$ cat src/rtl/ps2_keyboard_wb.sv
// PS/2 keyboard receiver with a scancode FIFO, exposed as a Wishbone slave.
// DATA register pops the FIFO head; STATUS reports count and sticky error flags.
module ps2_keyboard_wb #(
  parameter int FIFO_AW = 3,
  parameter int TIMEOUT = 25000
) (
  input  logic        clk,
  input  logic        reset,
  input  logic        PS2C,
  input  logic        PS2D,
  input  logic        STB,
  input  logic        WE,
  input  logic [31:0] ADDR,
  input  logic [31:0] DAT_I,
  output logic [31:0] DAT_O,
  output logic        ACK,
  output logic        kbd_int
);

  localparam int DEPTH = 1 << FIFO_AW;
  localparam int TW    = $clog2(TIMEOUT + 1);
  localparam logic [TW-1:0]      TLIM     = TW'(TIMEOUT - 1);
  localparam logic [FIFO_AW:0]   FULL_CNT = (FIFO_AW + 1)'(DEPTH);

  typedef enum logic [1:0] {ST_IDLE, ST_DATA, ST_PARITY, ST_STOP} rxState_t;

  rxState_t r_state, w_nextState;

  logic r_c1, r_c2, r_cPrev, r_d1, r_d2;
  logic [2:0]    r_bitCnt;
  logic [7:0]    r_shift;
  logic          r_parOk;
  logic [TW-1:0] r_idleCnt;

  logic [7:0]         r_mem [DEPTH];
  logic [FIFO_AW-1:0] r_wrPtr, r_rdPtr;
  logic [FIFO_AW:0]   r_count;
  logic               r_ovf, r_perr, r_ferr;

  logic w_fall, w_timeout, w_push, w_setPerr, w_setFerr;
  logic w_accept, w_pop, w_flush, w_full, w_doPush, w_setOvf;
  logic w_clrOvf, w_clrPerr, w_clrFerr;
  logic w_unused;

  assign w_unused = ^{ADDR[31:3], ADDR[1:0], DAT_I[31:4]};

  // Synchronised pins; pins idle high, so reset to 1 to avoid a phantom edge
  always_ff @(posedge clk) begin
    if (reset) begin
      r_c1    <= 1'b1;
      r_c2    <= 1'b1;
      r_cPrev <= 1'b1;
      r_d1    <= 1'b1;
      r_d2    <= 1'b1;
    end else begin
      r_c1    <= PS2C;
      r_c2    <= r_c1;
      r_cPrev <= r_c2;
      r_d1    <= PS2D;
      r_d2    <= r_d1;
    end
  end

  assign w_fall    = r_cPrev & ~r_c2;
  assign w_timeout = (r_state != ST_IDLE) && (r_idleCnt == TLIM) && !w_fall;

  always_ff @(posedge clk) begin
    if (reset) r_state <= ST_IDLE;
    else       r_state <= w_nextState;
  end

  always_comb begin
    w_nextState = r_state;
    w_push      = 1'b0;
    w_setPerr   = 1'b0;
    w_setFerr   = 1'b0;
    if (w_fall) begin
      case (r_state)
        ST_IDLE:   if (!r_d2) w_nextState = ST_DATA;
        ST_DATA:   if (r_bitCnt == 3'd7) w_nextState = ST_PARITY;
        ST_PARITY: w_nextState = ST_STOP;
        ST_STOP: begin
          w_nextState = ST_IDLE;
          if (r_d2) begin
            w_push    = r_parOk;
            w_setPerr = !r_parOk;
          end else begin
            w_setFerr = 1'b1;
          end
        end
        default:   w_nextState = ST_IDLE;
      endcase
    end else if (w_timeout) begin
      w_nextState = ST_IDLE;
    end
  end

  always_ff @(posedge clk) begin
    if (reset) begin
      r_bitCnt  <= '0;
      r_shift   <= '0;
      r_parOk   <= 1'b0;
      r_idleCnt <= '0;
    end else begin
      if (w_fall || r_state == ST_IDLE || w_timeout) r_idleCnt <= '0;
      else                                           r_idleCnt <= r_idleCnt + 1'b1;
      if (w_fall) begin
        case (r_state)
          ST_IDLE:   r_bitCnt <= '0;
          ST_DATA: begin
            r_shift  <= {r_d2, r_shift[7:1]};
            r_bitCnt <= r_bitCnt + 1'b1;
          end
          ST_PARITY: r_parOk <= ^{r_shift, r_d2};
          default:   ;
        endcase
      end
    end
  end

  assign w_accept  = STB && !ACK;
  assign w_pop     = w_accept && !WE && !ADDR[2] && (r_count != '0);
  assign w_flush   = w_accept && WE && ADDR[2] && DAT_I[3];
  assign w_clrOvf  = w_accept && WE && ADDR[2] && DAT_I[0];
  assign w_clrPerr = w_accept && WE && ADDR[2] && DAT_I[1];
  assign w_clrFerr = w_accept && WE && ADDR[2] && DAT_I[2];
  assign w_full    = (r_count == FULL_CNT);
  // A simultaneous pop frees the slot, so a push into a full FIFO still lands
  assign w_doPush  = w_push && (!w_full || w_pop) && !w_flush;
  assign w_setOvf  = w_push && w_full && !w_pop;

  always_ff @(posedge clk) begin
    if (w_doPush) r_mem[r_wrPtr] <= r_shift;
  end

  always_ff @(posedge clk) begin
    if (reset || w_flush) begin
      r_wrPtr <= '0;
      r_rdPtr <= '0;
      r_count <= '0;
    end else begin
      if (w_doPush) r_wrPtr <= r_wrPtr + 1'b1;
      if (w_pop)    r_rdPtr <= r_rdPtr + 1'b1;
      if (w_doPush && !w_pop)      r_count <= r_count + 1'b1;
      else if (!w_doPush && w_pop) r_count <= r_count - 1'b1;
    end
  end

  always_ff @(posedge clk) begin
    if (reset) begin
      r_ovf  <= 1'b0;
      r_perr <= 1'b0;
      r_ferr <= 1'b0;
    end else begin
      r_ovf  <= w_setOvf  | (r_ovf  & ~w_clrOvf);
      r_perr <= w_setPerr | (r_perr & ~w_clrPerr);
      r_ferr <= w_setFerr | (r_ferr & ~w_clrFerr);
    end
  end

  always_ff @(posedge clk) begin
    if (reset) begin
      ACK     <= 1'b0;
      DAT_O   <= '0;
      kbd_int <= 1'b0;
    end else begin
      ACK     <= w_accept;
      kbd_int <= (r_count != '0);
      DAT_O   <= '0;
      if (w_accept && !WE) begin
        if (ADDR[2])    DAT_O <= {16'b0, 8'(r_count), 5'b0, r_ferr, r_perr, r_ovf};
        else if (w_pop) DAT_O <= {1'b1, 23'b0, r_mem[r_rdPtr]};
      end
    end
  end

endmodule

$ cat config.mk
export PLATFORM = sky130hd
export DESIGN_NAME = ps2_keyboard_wb
export DESIGN_NICKNAME = d
export VERILOG_FILES = /design/src/rtl/ps2_keyboard_wb.sv
export SDC_FILE = /design/constraint.sdc
export NUM_CORES = 1
export LEC_CHECK = 0
export ABC_CLOCK_PERIOD_IN_PS = 3460
export CAP_MARGIN = 20
export CORE_MARGIN = 2
export CORE_UTILIZATION = 53
export CTS_BUF_LIST = sky130_fd_sc_hd__clkbuf_4
export DETAILED_ROUTE_END_ITERATION = 6
export HOLD_SLACK_MARGIN = 0.06
export PLACE_DENSITY = 0.78
export SLEW_MARGIN = 30
export SYNTH_ARGS = -nofsm -noshare
export SYNTH_HDL_FRONTEND = slang
export SYNTH_SLANG_ARGS = --single-unit
$ cat constraint.sdc
create_clock -name clk -period 3.46 [get_ports clk]
set_clock_uncertainty 0.05 [all_clocks]
set_input_delay 0.692 -clock clk [delete_from_list [all_inputs] [get_ports clk]]
set_output_delay 0.692 -clock clk [all_outputs]
set_load 0.02 [all_outputs]
==> reports/metrics.yaml, run 1 <==
hold_class: "register to register"
p_per_area_nw_per_um2: 460
timing.rr.end: "r_count[3]$_SDFFE_PP0P_"
start_util_pct: 53.7
rsz0062_at_grt: "no"
wire_per_inst_um: 15.0
cp_slowest_cell: "or4b_4"
synth_area_um2: 5180
die_y_um: 103
r2r-start: "ACK$_SDFF_PP0_"
diodes: 0
dp_slack_ns: -0.266
fin_hold_ws_ns: 0.367
placed_area_um2: 5620
cp_cell_sequence: "clkdlybuf4s50_1, or4b_4, a311oi_2, and2_4, ha_1, inv_1, ha_1, a21o_1, a21oi_1, xnor2_1, or3_1, a21oi_1"
tightest_slew_ns: 0.771
yosysWarningCount: 0
drtPass1Iterations: 4
cts_tree: "yes"
synth_top_area_share_pct: 37.1
grt_pass1_wl_mm: 14.7
crit_fanout: 2
start_kind: "primary input"
ys_top_cells_by_area: "edfxtp_1 (37%), dfxtp_1 (25%), mux4_2 (7.0%), nor2_1 (3.7%), ha_1 (2.9%)"
synth_top_flop_cell: "dfxtp_1"
grt_usage_pct: 18.7
post_cts_buffers: 0
clkLatencyLatePin_ns: 0.51
syn_to_final_growth_pct: 14.5
whs_path_depth: 1
clk_pin_slew_worst_paths_ns: 0.11
slew_headroom_pct: 48.5
p_leak_nw: 2.07
grt_max_degree: 22
numClockSinks: 129
drive_gt1_share_pct: 17.2
cts-buffers-inserted: 17
async_flop_share_pct: 0
gp_congestion: 0.806
cap_violations: 0
port_buffers: 25
clock_path_buffers: 2
setup_violations: 0
yosys.area.top_type: "edfxtp_1"
worstPathRequired_ns: 3.84
slowest_delay_ns: 0.53
postRouteAntennaNets: 0
nets: 535
yosys_register_bits: 129
first_iter_violations: 109
ctsHoldBuffers: 0
fin_crit_ns: 3.18
hold_start: "r_c1$_SDFF_PP1_"
routed_wl_mm: 8.94
slew_viol_final: 0
syn_inst: 402
hpwlAfterDp_mm: 5.98
yosysSeqAreaShare_pct: 62.2
synthTopCellsByCount: "dfxtp_1 (65), edfxtp_1 (64), nor2_1 (51)"
clockRootBuffer: "clkbuf_4"
synth_edf_count: 64
synth_most_common_cell: "dfxtp_1"
cts_resized: 0
r2r_cells: 11
die_w_um: 103
setup_tns_ns: 0
dieArea_um2: 10600
finalHoldViolations: 0
rows: 36
setup.worst_path.end_class: "register"
ys_types: 46
drcViolationCount: 0
status: "complete, no violations"
r2r_setup_slack_ns: 0.56
vias: 3066
grt_overflow: 0
layout_setup_ws_ns: 0.282
htreeDepth: 4
period_share_pct: 91.9
via_per_inst: 5.13
design_area_um2: 5930
fillCellCount: 765
io_pins: 104
min_to: "r_c2$_SDFF_PP1_"
max_freq_ghz: 0.315
grt_pass1_vias: 3177
seq_area_um2: 3220
fin_total_pwr_mw: 2.72
core_area_um2: 9640
ir_worst_vdd_uv: 372
worstPathArrival_ns: 3.56
antenna_found_initial: 0
multi_input_area_um2: 1800
worstSetupPathType: "primary input to register"
syn_avg_cell_area_um2: 12.9
## worst max-delay path: cells and delay by family
family | cells | cell delay (ns)
AND/OR/NAND/NOR | 3 | 1.04
AO/OA/AOI/OAI | 4 | 0.81
buffers and inverters | 2 | 0.49
adder cells (fa/ha/maj) | 2 | 0.43
XOR/XNOR | 1 | 0.09
## registers in the layout, indices dropped and copies added, names as in the netlist, 2 cells and up, named ones only
register   flops
DAT_O         13
r_bitCnt       3
r_count        4
r_idleCnt     15
r_mem         64
r_rdPtr        3
r_shift        8
r_state        2
r_wrPtr        3
## how the worst max path moves through the flow
| stage | cells past startpoint | slack [ns] | endpoint | start |
|---|---|---|---|---|
| final | 12 | 0.28 | r_count[3]$_SDFFE_PP0P_ | WE |
| after global placement | 12 | -0.16 | r_count[3]$_SDFFE_PP0P_ | WE |
| after CTS | 12 | 0.30 | r_count[3]$_SDFFE_PP0P_ | WE |
| after detailed placement | 12 | -0.27 | r_count[3]$_SDFFE_PP0P_ | WE |
| after global routing | 12 | 0.16 | r_count[3]$_SDFFE_PP0P_ | STB |
| after floorplan | 11 | 0.24 | r_count[3]$_SDFFE_PP0P_ | WE |
## per-stage QoR
stage	cells	utilization [%]
6_report	598	61.5
5_1_grt	598	61.5
4_1_cts	598	61.5
3_5_place_dp	566	58.3
3_3_place_gp	566	58.3
2_1_floorplan	420	-
## per-layer routing
layer	routed length, um	vias to the layer above	track usage [%]
met5	0	-	0
met1	3830	1485	22.1
met2	4570	75	33.0
li1	-	1494	-
met3	468	12	5.76
met4	74	0	5.87
## power breakdown
part / internal, mW / leakage, nW / switching, mW
Combinational: 0.0216 / 0.792 / 0.0354
Sequential: 1.59 / 1.12 / 0.00237
Clock: 0.518 / 0.159 / 0.557
## area by class of cell
| type | instances | share of cell area, % |
|---|---|---|
| clock buffers | 19 | 2.41 |
| flip-flops and latches | 129 | 54.4 |
| repair buffers | 46 | 6.88 |
| inverters | 8 | 0.506 |
| well taps | 133 | 2.81 |
| multi-input cells | 250 | 30.3 |
| clock inverters | 13 | 2.74 |
## layout by cell type, fill, tap and decap left out, types with 3 or more instances in the layout
| master | Yosys | final |
|---|---|---|
| clkinv_2 | 0 | 3 |
| mux2i_1 | 11 | 11 |
| a22oi_1 | 3 | 3 |
| clkbuf_4 | 0 | 19 |
| buf_4 | 19 | 21 |
| o21ai_0 | 7 | 7 |
| nor2_1 | 51 | 51 |
| and2_1 | 5 | 5 |
| clkinv_4 | 0 | 3 |
| a21oi_1 | 16 | 16 |
| or2_2 | 5 | 5 |
| nor3_1 | 3 | 3 |
| nand2_1 | 33 | 33 |
| ha_1 | 12 | 12 |
| or3_1 | 3 | 3 |
| nand2b_1 | 5 | 5 |
| mux4_2 | 16 | 16 |
| and3_1 | 4 | 4 |
| clkdlybuf4s50_1 | 0 | 25 |
| xor2_1 | 12 | 12 |
| xnor2_1 | 13 | 13 |
| nand3_1 | 5 | 5 |
| bufinv_16 | 0 | 3 |
| edfxtp_1 | 64 | 64 |
| clkinvlp_4 | 0 | 3 |
| inv_1 | 8 | 8 |
| conb_1 | 1 | 19 |
| dfxtp_1 | 65 | 65 |
## logic make-up (layout without fill, tap and decap cells)
| kind of cell | Yosys count | count (layout) | synth area share [%] |
|---|---|---|---|
| fa+ha+maj | 13 | 13 | 3.28 |
| mux | 27 | 27 | 9.08 |
| other cells | 1 | 19 | 0.0724 |
| compound gates | 34 | 34 | 4.03 |
| flops | 129 | 129 | 62.2 |
| simple gates | 131 | 131 | 12.2 |
| xor+xnor | 26 | 26 | 4.66 |
| buf+inv | 41 | 86 | 4.40 |
Power figures use the tool's default switching activity.
==> inputs of run 2 (changes only) <==
--- a/config.mk
+++ b/config.mk
@@ -5,7 +5,7 @@
 export SDC_FILE = /design/constraint.sdc
 export NUM_CORES = 1
 export LEC_CHECK = 0
-export ABC_CLOCK_PERIOD_IN_PS = 3460
+export ABC_CLOCK_PERIOD_IN_PS = 3600
 export CAP_MARGIN = 20
 export CORE_MARGIN = 2
 export CORE_UTILIZATION = 53
==> constraint.sdc (replaced) <==
create_clock -name clk -period 3.6 [get_ports clk]
set_clock_uncertainty 0.05 [all_clocks]
set_input_delay 0.72 -clock clk [delete_from_list [all_inputs] [get_ports clk]]
set_output_delay 0.72 -clock clk [all_outputs]
set_load 0.02 [all_outputs]
==> results of run 2 <==
The final DEF is identical to that of run 1. Status: complete, no violations.
Main changes from that run: setup slack after placement -0.266 ns -> -0.154 ns; setup slack after layout 0.282 ns -> 0.394 ns; register-to-register setup slack 0.56 ns -> 0.70 ns; total power 2.72 mW -> 2.62 mW; worst IR drop on VDD 372 uV -> 358 uV
